File: src/rtl/core_pkg.sv
// Shared RV32I core definitions: opcodes, write-back select encoding,
// bubble instruction and the per-stage control bundle.
package core_pkg;

    localparam logic [6:0] OP_LUI   = 7'b0110111;
    localparam logic [6:0] OP_AUIPC = 7'b0010111;
    localparam logic [6:0] OP_JAL   = 7'b1101111;
    localparam logic [6:0] OP_R     = 7'b0110011;
    localparam logic [6:0] OP_S     = 7'b0100011;
    localparam logic [6:0] OP_B     = 7'b1100011;
    localparam logic [6:0] OP_LOAD  = 7'b0000011;

    localparam logic [31:0] NOP = 32'h0000_0013;

    typedef enum logic [1:0] {
        WB_ALU = 2'b00,
        WB_MEM = 2'b01,
        WB_PC4 = 2'b10
    } wbsel_e;

    typedef struct packed {
        logic [31:0] instr;
        logic        RegWEn;
        wbsel_e      WBSel;
        logic        MemRW;
    } ctrl_t;

endpackage

File: src/rtl/hazard_detect.sv
// Load-use hazard detection: decodes which sources the decode-stage
// instruction reads and compares them against a pending load in EX.
module hazard_detect
    import core_pkg::*;
(
    input  logic [6:0] i_opcode_id,
    input  logic [4:0] i_rs1_id,
    input  logic [4:0] i_rs2_id,
    input  logic [4:0] i_rd_ex,
    input  logic       i_regwen_ex,
    input  wbsel_e     i_wbsel_ex,
    output logic       o_lu
);

    logic w_rs1_used;
    logic w_rs2_used;
    logic w_load_ex;

    always_comb begin
        w_rs1_used = !((i_opcode_id == OP_LUI) || (i_opcode_id == OP_AUIPC) ||
                       (i_opcode_id == OP_JAL));
        w_rs2_used = (i_opcode_id == OP_R) || (i_opcode_id == OP_S) ||
                     (i_opcode_id == OP_B);
        // A load targeting x0 never produces a value anyone can wait on
        w_load_ex  = i_regwen_ex && (i_wbsel_ex == WB_MEM) && (i_rd_ex != 5'd0);
        o_lu       = w_load_ex &&
                     ((w_rs1_used && (i_rs1_id == i_rd_ex)) ||
                      (w_rs2_used && (i_rs2_id == i_rd_ex)));
    end

endmodule

File: src/rtl/pipe_ctrl.sv
// ID/EX, EX/MEM, MEM/WB control registers with load-use stall, branch flush
// and memory freeze. Optional stall/flush counters under PIPE_PERF_CNT_EN.
module pipe_ctrl
    import core_pkg::*;
#(
    parameter logic [31:0] NOP_INSTR = NOP
`ifdef PIPE_PERF_CNT_EN
    ,
    parameter int unsigned CNT_W     = 32
`endif
) (
    input  logic             clk,
    input  logic             rst,
    input  logic [31:0]      instr_ID,
    input  logic             RegWEn_ID,
    input  logic [1:0]       WBSel_ID,
    input  logic             MemRW_ID,
    input  logic             br_taken_EX,
    input  logic             mem_busy,
    output logic [31:0]      instr_EX,
    output logic [31:0]      instr_MEM,
    output logic [31:0]      instr_WB,
    output logic             RegWEn_EX,
    output logic             RegWEn_MEM,
    output logic             RegWEn_WB,
    output logic [1:0]       WBSel_EX,
    output logic [1:0]       WBSel_MEM,
    output logic [1:0]       WBSel_WB,
    output logic             MemRW_EX,
    output logic             MemRW_MEM,
    output logic             stall_ID,
    output logic             flush_ID
`ifdef PIPE_PERF_CNT_EN
    ,
    output logic [CNT_W-1:0] stall_cnt,
    output logic [CNT_W-1:0] flush_cnt
`endif
);

    localparam ctrl_t BUBBLE = '{instr: NOP_INSTR, RegWEn: 1'b0, WBSel: WB_ALU, MemRW: 1'b0};

    ctrl_t r_ex, r_mem, r_wb;
    ctrl_t w_id;
    logic  w_lu;
    logic  w_kill_id;

    hazard_detect u_hazard (
        .i_opcode_id (instr_ID[6:0]),
        .i_rs1_id    (instr_ID[19:15]),
        .i_rs2_id    (instr_ID[24:20]),
        .i_rd_ex     (r_ex.instr[11:7]),
        .i_regwen_ex (r_ex.RegWEn),
        .i_wbsel_ex  (r_ex.WBSel),
        .o_lu        (w_lu)
    );

    always_comb begin
        w_id      = '{instr: instr_ID, RegWEn: RegWEn_ID, WBSel: wbsel_e'(WBSel_ID), MemRW: MemRW_ID};
        // Branch outranks load-use: the ID instruction is killed, so its hazard is moot
        w_kill_id = br_taken_EX || w_lu;
        stall_ID  = mem_busy || (!br_taken_EX && w_lu);
        flush_ID  = !mem_busy && br_taken_EX;
    end

    always_ff @(posedge clk or posedge rst) begin
        if (rst) begin
            r_ex  <= BUBBLE;
            r_mem <= BUBBLE;
            r_wb  <= BUBBLE;
        end else if (!mem_busy) begin
            r_ex  <= w_kill_id ? BUBBLE : w_id;
            r_mem <= r_ex;
            r_wb  <= r_mem;
        end
    end

`ifdef PIPE_PERF_CNT_EN
    logic [CNT_W-1:0] r_stall_cnt, r_flush_cnt;

    always_ff @(posedge clk or posedge rst) begin
        if (rst) begin
            r_stall_cnt <= '0;
            r_flush_cnt <= '0;
        end else if (!mem_busy) begin
            if (br_taken_EX)
                r_flush_cnt <= r_flush_cnt + 1'b1;
            else if (w_lu)
                r_stall_cnt <= r_stall_cnt + 1'b1;
        end
    end

    assign stall_cnt = r_stall_cnt;
    assign flush_cnt = r_flush_cnt;
`endif

    assign instr_EX   = r_ex.instr;
    assign instr_MEM  = r_mem.instr;
    assign instr_WB   = r_wb.instr;
    assign RegWEn_EX  = r_ex.RegWEn;
    assign RegWEn_MEM = r_mem.RegWEn;
    assign RegWEn_WB  = r_wb.RegWEn;
    assign WBSel_EX   = r_ex.WBSel;
    assign WBSel_MEM  = r_mem.WBSel;
    assign WBSel_WB   = r_wb.WBSel;
    assign MemRW_EX   = r_ex.MemRW;
    assign MemRW_MEM  = r_mem.MemRW;

endmodule

File: config.mk
export PLATFORM = sky130hd
export DESIGN_NAME = pipe_ctrl
export DESIGN_NICKNAME = d
export VERILOG_FILES = /design/src/rtl/core_pkg.sv /design/src/rtl/hazard_detect.sv /design/src/rtl/pipe_ctrl.sv
export SDC_FILE = /design/constraint.sdc
export NUM_CORES = 1
export LEC_CHECK = 0
export ABC_AREA = 0
export BUFFER_PORTS_ARGS = -buffer_cell sky130_fd_sc_hd__buf_4
export CORE_ASPECT_RATIO = 1.1
export CORE_MARGIN = 3
export CORE_UTILIZATION = 45
export DETAILED_ROUTE_END_ITERATION = 8
export PLACE_DENSITY = 0.75
export RECOVER_POWER = 50
export SKIP_CTS_REPAIR_TIMING = 1
export SYNTH_ARGS = -nofsm -noshare
export SYNTH_HDL_FRONTEND = slang
export SYNTH_SLANG_ARGS = --single-unit
File: constraint.sdc
create_clock -name clk -period 9.8 [get_ports clk]
set_input_delay 1.47 -clock clk [delete_from_list [all_inputs] [get_ports clk]]
set_output_delay 1.47 -clock clk [all_outputs]
set_load 0.005 [all_outputs]
==> results.toml, run 1 <==
[clock_network]
numClockSinks = 107
ctsLongestPathBuffers = 2
numCtsBuffers = 9
h-tree-depth = 3
cts_tree = "yes"
root_buffer = "clkbuf_8"
clk_pin_slew_worst_paths_ps = 90
clk_latency_ps = 360

[sta]
finClkSkew_ps = 9.84
drv_slew = 162
fin_tns_setup_ps = 0
max_freq_mhz = 180
fin_crit_sh_pct = 56.8
rsz0062_at_grt = "false"
setup_viol = 0
slew_headroom_pct = -137
tightest_slew_ps = 3550
hold_viol = 0
fin_ws_ps = 4230
period_needed_ps = 5570

[final_layout]
synthToLayoutAreaGrowth_pct = 29.3
layout.nets = 527
antenna_cells = 0
layout_common_cells = "dfrtp_1, clkbuf_4, mux2_2, buf_4, a32oi_1"
drive_gt1_share_pct = 50.4
n_fill_cell = 855
final_common_cell = "dfrtp_1"
final_util_pct = 60.3

[power_and_ir_drop]
power.switching_w = 0.000304
powerDensity_nw_per_um2 = 186
power_leakage_nw = 2.63
pwr-share-seq_pct = 51.5
combPwrFrac_pct = 23.2
worst_ir_drop_vdd_v = 0.0000844
p_int_w = 0.000816
clkPwrFrac_pct = 25.4
power_switching_share_pct = 27.2

[die]
io_pins = 149
die_h_um = 113
coreArea_um2 = 9980
die-area_um2 = 11600
start_util_pct = 46.6
rows = 38
die_width_um = 103

[run_status]
violations = "capacitance limit, slew limit"
status = "finished with violations"

[detailed_routing]
postRouteAntennaNets = 0
drt_pass1_iterations = 4
first_iter_violations = 156
drc_errors = 0
wl_per_cell_um = 19.2
routed_wl_um = 11700
vias = 3501
viasPerCell = 5.72

[global_routing]
antenna_found_initial = 0
overflow = 0
grt_max_degree = 68
groute.usage.overall_pct = 20.5
grt_pass1_wl_um = 18800
grt_pass1_vias = 3573

[synth]
synth_seq_area_share_pct = 57.8
synth_warnings = 0
synth_edf_count = 0
syn_nets = 396
avgSynthCellArea_um2 = 13.1
async_flop_share_pct = 100
synthCells = 356
synth.distinct_cells = 33
synth_ff_type = "dfrtp_1"
ys_seq_elements = 107
synthesis.area_um2 = 4650

[worst_setup_path]
worstPathRequired_ps = 9480
start_kind = "input pin"
cp.arrival_ps = 5240
criticalPathCategory = "input pin to async pin"
path_max_fanout = 67
cp-end-kind = "async pin"

[placement]
port_buffers = 148
hpwl_um = 7970
place_congestion = 0.762
pre_cts_ws_ps = 5720

[job]
max_cap_violations = 3

[hold_path]
hold_class = "register to register"
-- critical path, cell delays in order --
cell	delay, ps
clkbuf_4	110
clkinvlp_2	1030
clkbuf_1	2580
-- cell type report --
type / instances / area, um2 / share of cell area [%]
multi-input cells: 213 / 1820 / 30.2
clock inverters: 4 / 47.5 / 0.790
clock buffers: 12 / 165 / 2.75
inverters: 2 / 8.76 / 0.146
flip-flops and latches: 107 / 2690 / 44.7
well taps: 120 / 150 / 2.50
repair buffers: 154 / 1140 / 18.9
-- path summary, 6_finish.rpt --
| path | startpoint | to | slack [ps] | depth (start not counted) |
|---|---|---|---|---|
| min reg2reg | instr_WB[19] | instr_WB[19] | 510 | 1 |
| max in group clk | mem_busy | stall_ID | 4770 | 3 |
| max | rst | instr_EX[14] | 4230 | 3 |
| max reg2reg | instr_EX[8] | instr_EX[12] | 7360 | 4 |
| min in group asynchronous | rst | instr_MEM[2] | 1550 | 2 |
| min | instr_WB[19] | instr_WB[19] | 510 | 1 |
-- state kept, by name, indices dropped and copies added (netlist names) --
register / count
MemRW_EX: 1
WBSel_MEM: 2
MemRW_MEM: 1
WBSel_WB: 2
RegWEn_WB: 1
WBSel_EX: 2
RegWEn_EX: 1
RegWEn_MEM: 1
instr_MEM: 32
instr_WB: 32
instr_EX: 32
-- metal layers --
layer / share of wire [%] / track usage (%) / routed length (um) / vias to the layer above
met2: 50 / 32.6 / 5820 / 122
met5: 0 / 0 / 0 / -
met4: 0.89 / 6.74 / 104 / 0
li1: - / - / - / 1618
met3: 6.4 / 4.23 / 747 / 11
met1: 43 / 28.2 / 5060 / 1750
-- synthesized netlist by cell type (3+ instances only) --
cell type | instances | area share [%]
o21ai_0 | 31 | 3.3
xnor2_1 | 8 | 1.5
nand2_1 | 4 | 0.32
clkbuf_2 | 3 | 0.32
o21ai_1 | 4 | 0.43
nor3_1 | 3 | 0.32
o21a_1 | 3 | 0.48
mux2_2 | 70 | 17
dfrtp_1 | 98 | 53
buf_6 | 3 | 0.73
a21oi_1 | 3 | 0.32
o211ai_1 | 31 | 5.0
nor2b_1 | 5 | 0.67
a32oi_1 | 33 | 6.2
dfstp_2 | 9 | 5.1
clkbuf_1 | 25 | 2.0
-- metrics by stage --
stage / instance area (um2) / power, W / instances / hold slack, ps
floorplan: 4650 / 0.000690 / 356 / 494
CTS: 6040 / 0.00114 / 612 / 517
global placement: 5820 / 0.000846 / 596 / 489
detailed placement: 5820 / 0.000859 / 596 / 496
finish: 6020 / 0.00112 / 612 / 512
global route: 6020 / 0.00118 / 612 / 523
-- logic make-up after synthesis --
group	count (synthesis)	synth area share (%)
and+or+nand+nor	25	3.31
xor gates and xnor gates	10	1.88
buffers and inverters	36	3.52
AOI/OAI and AO/OA	108	16.5
DFF	107	57.8
muxes	70	16.9
-- power groups by stage --
| stage | sequential [W] | combinational (W) | clock, W |
|---|---|---|---|
| after floorplan | 0.000581 | 0.000109 | 0 |
| after global routing | 0.000588 | 0.000287 | 0.000307 |
| after CTS | 0.000579 | 0.000272 | 0.000288 |
| after detailed placement | 0.000588 | 0.000271 | 0 |
| after global placement | 0.000583 | 0.000264 | 0 |
| final | 0.000576 | 0.000260 | 0.000284 |
Power figures use the tool's default switching activity.
==> inputs of run 2 (changes only) <==
- clock period: 9.8 -> 5.6 ns (I/O delays scaled with it)
==> run 2 against run 1 <==
  * The flow still finishes with violations (capacitance limit, slew limit)
  * Global-route usage down 0.71 points
  * Largest cell class unchanged
  * Utilization down 0.21 points
  * Cell area down 0.35%
  * Critical path depth unchanged
==> results.toml, run 2 (synthesized netlist as in run 1, its figures left out) <==
[power_and_ir_drop]
combPwrFrac_pct = 23.4
worst_ir_drop_vdd_v = 0.000165
power_switching_share_pct = 27.4
clkPwrFrac_pct = 24.4
power.switching_w = 0.000529
pwr-share-seq_pct = 52.1
powerDensity_nw_per_um2 = 323
p_int_w = 0.00140
power_leakage_nw = 2.62

[sta]
hold_viol = 0
drv_slew = 118
fin_hold_ws_ps = 509
tightest_slew_ps = 2960
period_needed_ps = 4110
slew_headroom_pct = -97.6
setup_viol = 0
finClkSkew_ps = 8.19
fin_crit_sh_pct = 73.4
max_freq_mhz = 243
fin_tns_setup_ps = 0
rsz0062_at_grt = "false"

[die]
rows = 38
coreArea_um2 = 9980
io_pins = 149
die_h_um = 113
die-area_um2 = 11600
start_util_pct = 46.6
die_width_um = 103

[clock_network]
numClockSinks = 107
numCtsBuffers = 9
clk_pin_slew_worst_paths_ps = 90
ctsLongestPathBuffers = 2
h-tree-depth = 3
clk_latency_ps = 370
root_buffer = "clkbuf_8"
cts_tree = "yes"

[global_routing]
antenna_found_initial = 0
grt_pass1_wl_um = 18100
grt_pass1_vias = 3457
overflow = 0
groute.usage.overall_pct = 19.8
grt_max_degree = 62

[run_status]
violations = "capacitance limit, slew limit"
status = "finished with violations"

[final_layout]
layout.nets = 527
synthToLayoutAreaGrowth_pct = 28.9
drive_gt1_share_pct = 49.8
n_fill_cell = 838
layout_common_cells = "dfrtp_1, buf_4, mux2_2, clkbuf_4, a32oi_1"
final_util_pct = 60.0
antenna_cells = 0
final_common_cell = "dfrtp_1"

[worst_setup_path]
critPathSlowestCell = "clkbuf_1"
path_max_fanout = 61
cp_top_family = "buffers and inverters"
criticalPathCategory = "input pin to primary output"
crit_chain = "clkbuf_1, a211o_1, buf_4"
cp_slowest_stage_delay_ps = 2050
cp-end-kind = "primary output"
start_kind = "input pin"
worstPathRequired_ps = 4760
crit_buf_inv = 2
cp.arrival_ps = 3270

[detailed_routing]
first_iter_violations = 163
drc_errors = 0
wl_per_cell_um = 18.6
postRouteAntennaNets = 0
viasPerCell = 5.75
vias = 3518
drt_pass1_iterations = 5
routed_wl_um = 11400

[placement]
port_buffers = 148
place_congestion = 0.755
hpwl_um = 7760

[hold_path]
hold_class = "register to register"

[job]
max_cap_violations = 2
[run 2: metrics by stage]
| stage | worst slack, ps | instance area, um2 | std cells | power [W] |
|---|---|---|---|---|
| after global placement | 2340 | 5820 | 596 | 0.00148 |
| after global routing | 1130 | 5990 | 612 | 0.00204 |
| after detailed placement | 2300 | 5820 | 596 | 0.00150 |
| after CTS | 1890 | 6020 | 612 | 0.00197 |
| final | 1490 | 5990 | 612 | 0.00193 |
| after floorplan | 1960 | 4650 | 356 | 0.00121 |
[run 2: cell type report]
| type | instances | area, um2 | area share [%] |
|---|---|---|---|
| multi-input cells | 213 | 1820 | 30.3 |
| flip-flops and latches | 107 | 2690 | 44.9 |
| well taps | 120 | 150 | 2.50 |
| inverters | 2 | 8.76 | 0.146 |
| clock buffers | 12 | 145 | 2.42 |
| clock inverters | 4 | 50.0 | 0.835 |
| repair buffers | 154 | 1130 | 18.9 |
[run 2: worst register-to-register path, stage by stage, from the launching register on]
cell and delay (ps):
dfrtp_1 470, or4_1 570, o2111ai_4 840, a32oi_1 230, o21ai_0 200
[run 2: power groups by stage]
stage | Sequential (W) | Clock [W] | Combinational (W)
after global placement | 0.00102 | 0 | 0.000462
after floorplan | 0.00102 | 0 | 0.000191
after global routing | 0.00103 | 0.000513 | 0.000500
after CTS | 0.00101 | 0.000484 | 0.000473
final | 0.00101 | 0.000473 | 0.000453
after detailed placement | 0.00103 | 0 | 0.000473
[run 2: routing by layer]
layer	routed length, um	global-route usage (%)
met2	5630	31.6
met4	184	7.17
met3	789	4.29
met1	4780	26.6
met5	0	0
[run 2: worst paths after layout]
check                       startpoint  cells past startpoint             to  slack (ps)
max                           mem_busy                      3       stall_ID        1490
min                          MemRW_MEM                      1      MemRW_MEM         510
max reg2reg                instr_EX[9]                      4   instr_EX[13]        3190
min reg2reg                  MemRW_MEM                      1      MemRW_MEM         510
max in group asynchronous          rst                      3  instr_MEM[29]        2960
min in group asynchronous          rst                      2   instr_MEM[2]        1120
==> inputs of run 3 (changes only) <==
- clock period: 5.6 -> 3.95 ns (I/O delays scaled with it)
==> run 3 against run 2 <==
  * The run still ends with capacitance limit, slew limit left
  * Flip-flop and latch count stayed put
  * Combinational power is 45% higher
  * Critical path depth up 2
  * Worst setup slack worse by 600 ps
  * Clock skew grew 1.6 ps
  * Via count rose by 0.80%
==> results.toml, run 3 (synthesized netlist as in run 1, its figures left out) <==
[detailed_routing]
wl_per_cell_um = 18.7
viasPerCell = 5.78
postRouteAntennaNets = 0
routed_wl_um = 11500
first_iter_violations = 188
vias = 3546
drc_errors = 0
drt_pass1_iterations = 4

[die]
start_util_pct = 46.6
die_h_um = 113
coreArea_um2 = 9980
io_pins = 149
rows = 38
die_width_um = 103
die-area_um2 = 11600

[clock_network]
clk_pin_slew_worst_paths_ps = 100
root_buffer = "clkbuf_8"
numCtsBuffers = 9
h-tree-depth = 3
ctsLongestPathBuffers = 2
cts_tree = "yes"
clk_latency_ps = 360
numClockSinks = 107

[worst_setup_path]
criticalPathCategory = "register to primary output"
path_max_fanout = 18
cp.arrival_ps = 2470
cp-end-kind = "primary output"
ff2ff_path_depth = 5
start_kind = "register"
worstPathRequired_ps = 3360

[final_layout]
layout_common_cells = "buf_4, dfrtp_1, mux2_2, a32oi_1, clkbuf_4"
stdcell_count = 614
synthToLayoutAreaGrowth_pct = 29.3
antenna_cells = 0
drive_gt1_share_pct = 50.8
final_util_pct = 60.2
layout.nets = 529
final_common_cell = "buf_4"

[sta]
setup_viol = 0
fin_crit_sh_pct = 77.6
rsz0062_at_grt = "false"
fin_tns_setup_ps = 0
period_needed_ps = 3070
hold_viol = 0
max_freq_mhz = 326
tightest_slew_ps = 2540
finClkSkew_ps = 9.79
drv_slew = 106
slew_headroom_pct = -69.3

[global_routing]
grt_pass1_vias = 3599
met1_usage_pct = 28.2
grt_pass1_wl_um = 18400
grt_max_degree = 85
top_usage_layer = "met2"
overflow = 0
antenna_found_initial = 0
grt_util_met3_pct = 3.85
groute.usage.overall_pct = 20.0
grt_use_met2_pct = 30.9

[power_and_ir_drop]
power_leakage_nw = 2.67
worst_ir_drop_vdd_v = 0.000249
powerDensity_nw_per_um2 = 451

[placement]
place_inst = 598
port_buffers = 148
hpwl_um = 7920
place_congestion = 0.766

[run_status]
status = "finished with violations"
violations = "capacitance limit, slew limit"

[hold_path]
hold_class = "input pin to register"
holdPathStages = 3

[job]
max_cap_violations = 2
-- run 3: changes by cell type in the layout (fill, tap and decap cells not counted), moves of 2 or more --
cell,previous run,this run
buf_4,79,123
clkinvlp_4,2,0
clkbuf_1,8,3
clkbuf_4,69,32
clkbuf_8,10,12
-- run 3: where the power goes --
part | leakage [nW] | internal (W) | switching [W] | total, W
combinational | 1.26 | 0.000401 | 0.000253 | 0.000655
sequential | 1.31 | 0.00129 | 0.000138 | 0.00143
clock | 0.0965 | 0.000280 | 0.000347 | 0.000628
total | 2.67 | 0.00197 | 0.000739 | 0.00271
-- run 3: worst max-delay path: stages, from the launching register on --
cell and delay, ps:
dfrtp_1 460, or4_1 600, o2111ai_4 490, nor4_1 130, a211o_1 290, buf_4 140
-- run 3: layout make-up --
| type | count | area (um2) |
|---|---|---|
| Fill cell | 828 | 3970 |
| Sequential cell | 107 | 2690 |
| Multi-Input combinational cell | 213 | 1820 |
| Timing Repair Buffer | 156 | 1170 |
| Clock buffer | 14 | 173 |
| Tap cell | 120 | 150 |
| Clock inverter | 2 | 10.0 |
| Inverter | 2 | 7.51 |
-- run 3: layer usage --
metal / vias up / share of wire (%)
met5: - / 0
met4: 0 / 1.5
met3: 13 / 6.6
met2: 141 / 48
met1: 1767 / 43
li1: 1625 / -
-- run 3: path summary, 6_finish.rpt --
path / from / to / slack, ps
min reg2reg: instr_WB[28] / instr_WB[28] / 510
max reg2reg: instr_EX[9] / instr_EX[3] / 1640
min: instr_ID[14] / instr_EX[14] / 480
min in group asynchronous: rst / instr_WB[3] / 1120
max: instr_EX[9] / stall_ID / 880
max in group asynchronous: rst / instr_WB[16] / 1380
-- run 3: per-stage QoR --
| step | hold slack, ps | setup slack (ps) | instance area [um2] | total power [W] |
|---|---|---|---|---|
| floorplan | 494 | 555 | 4650 | 0.00171 |
| global placement | 488 | 1320 | 5840 | 0.00210 |
| detailed placement | 496 | 1300 | 5840 | 0.00213 |
| CTS | 426 | 864 | 6020 | 0.00275 |
| global route | 479 | 746 | 6010 | 0.00287 |
| finish | 481 | 883 | 6010 | 0.00271 |
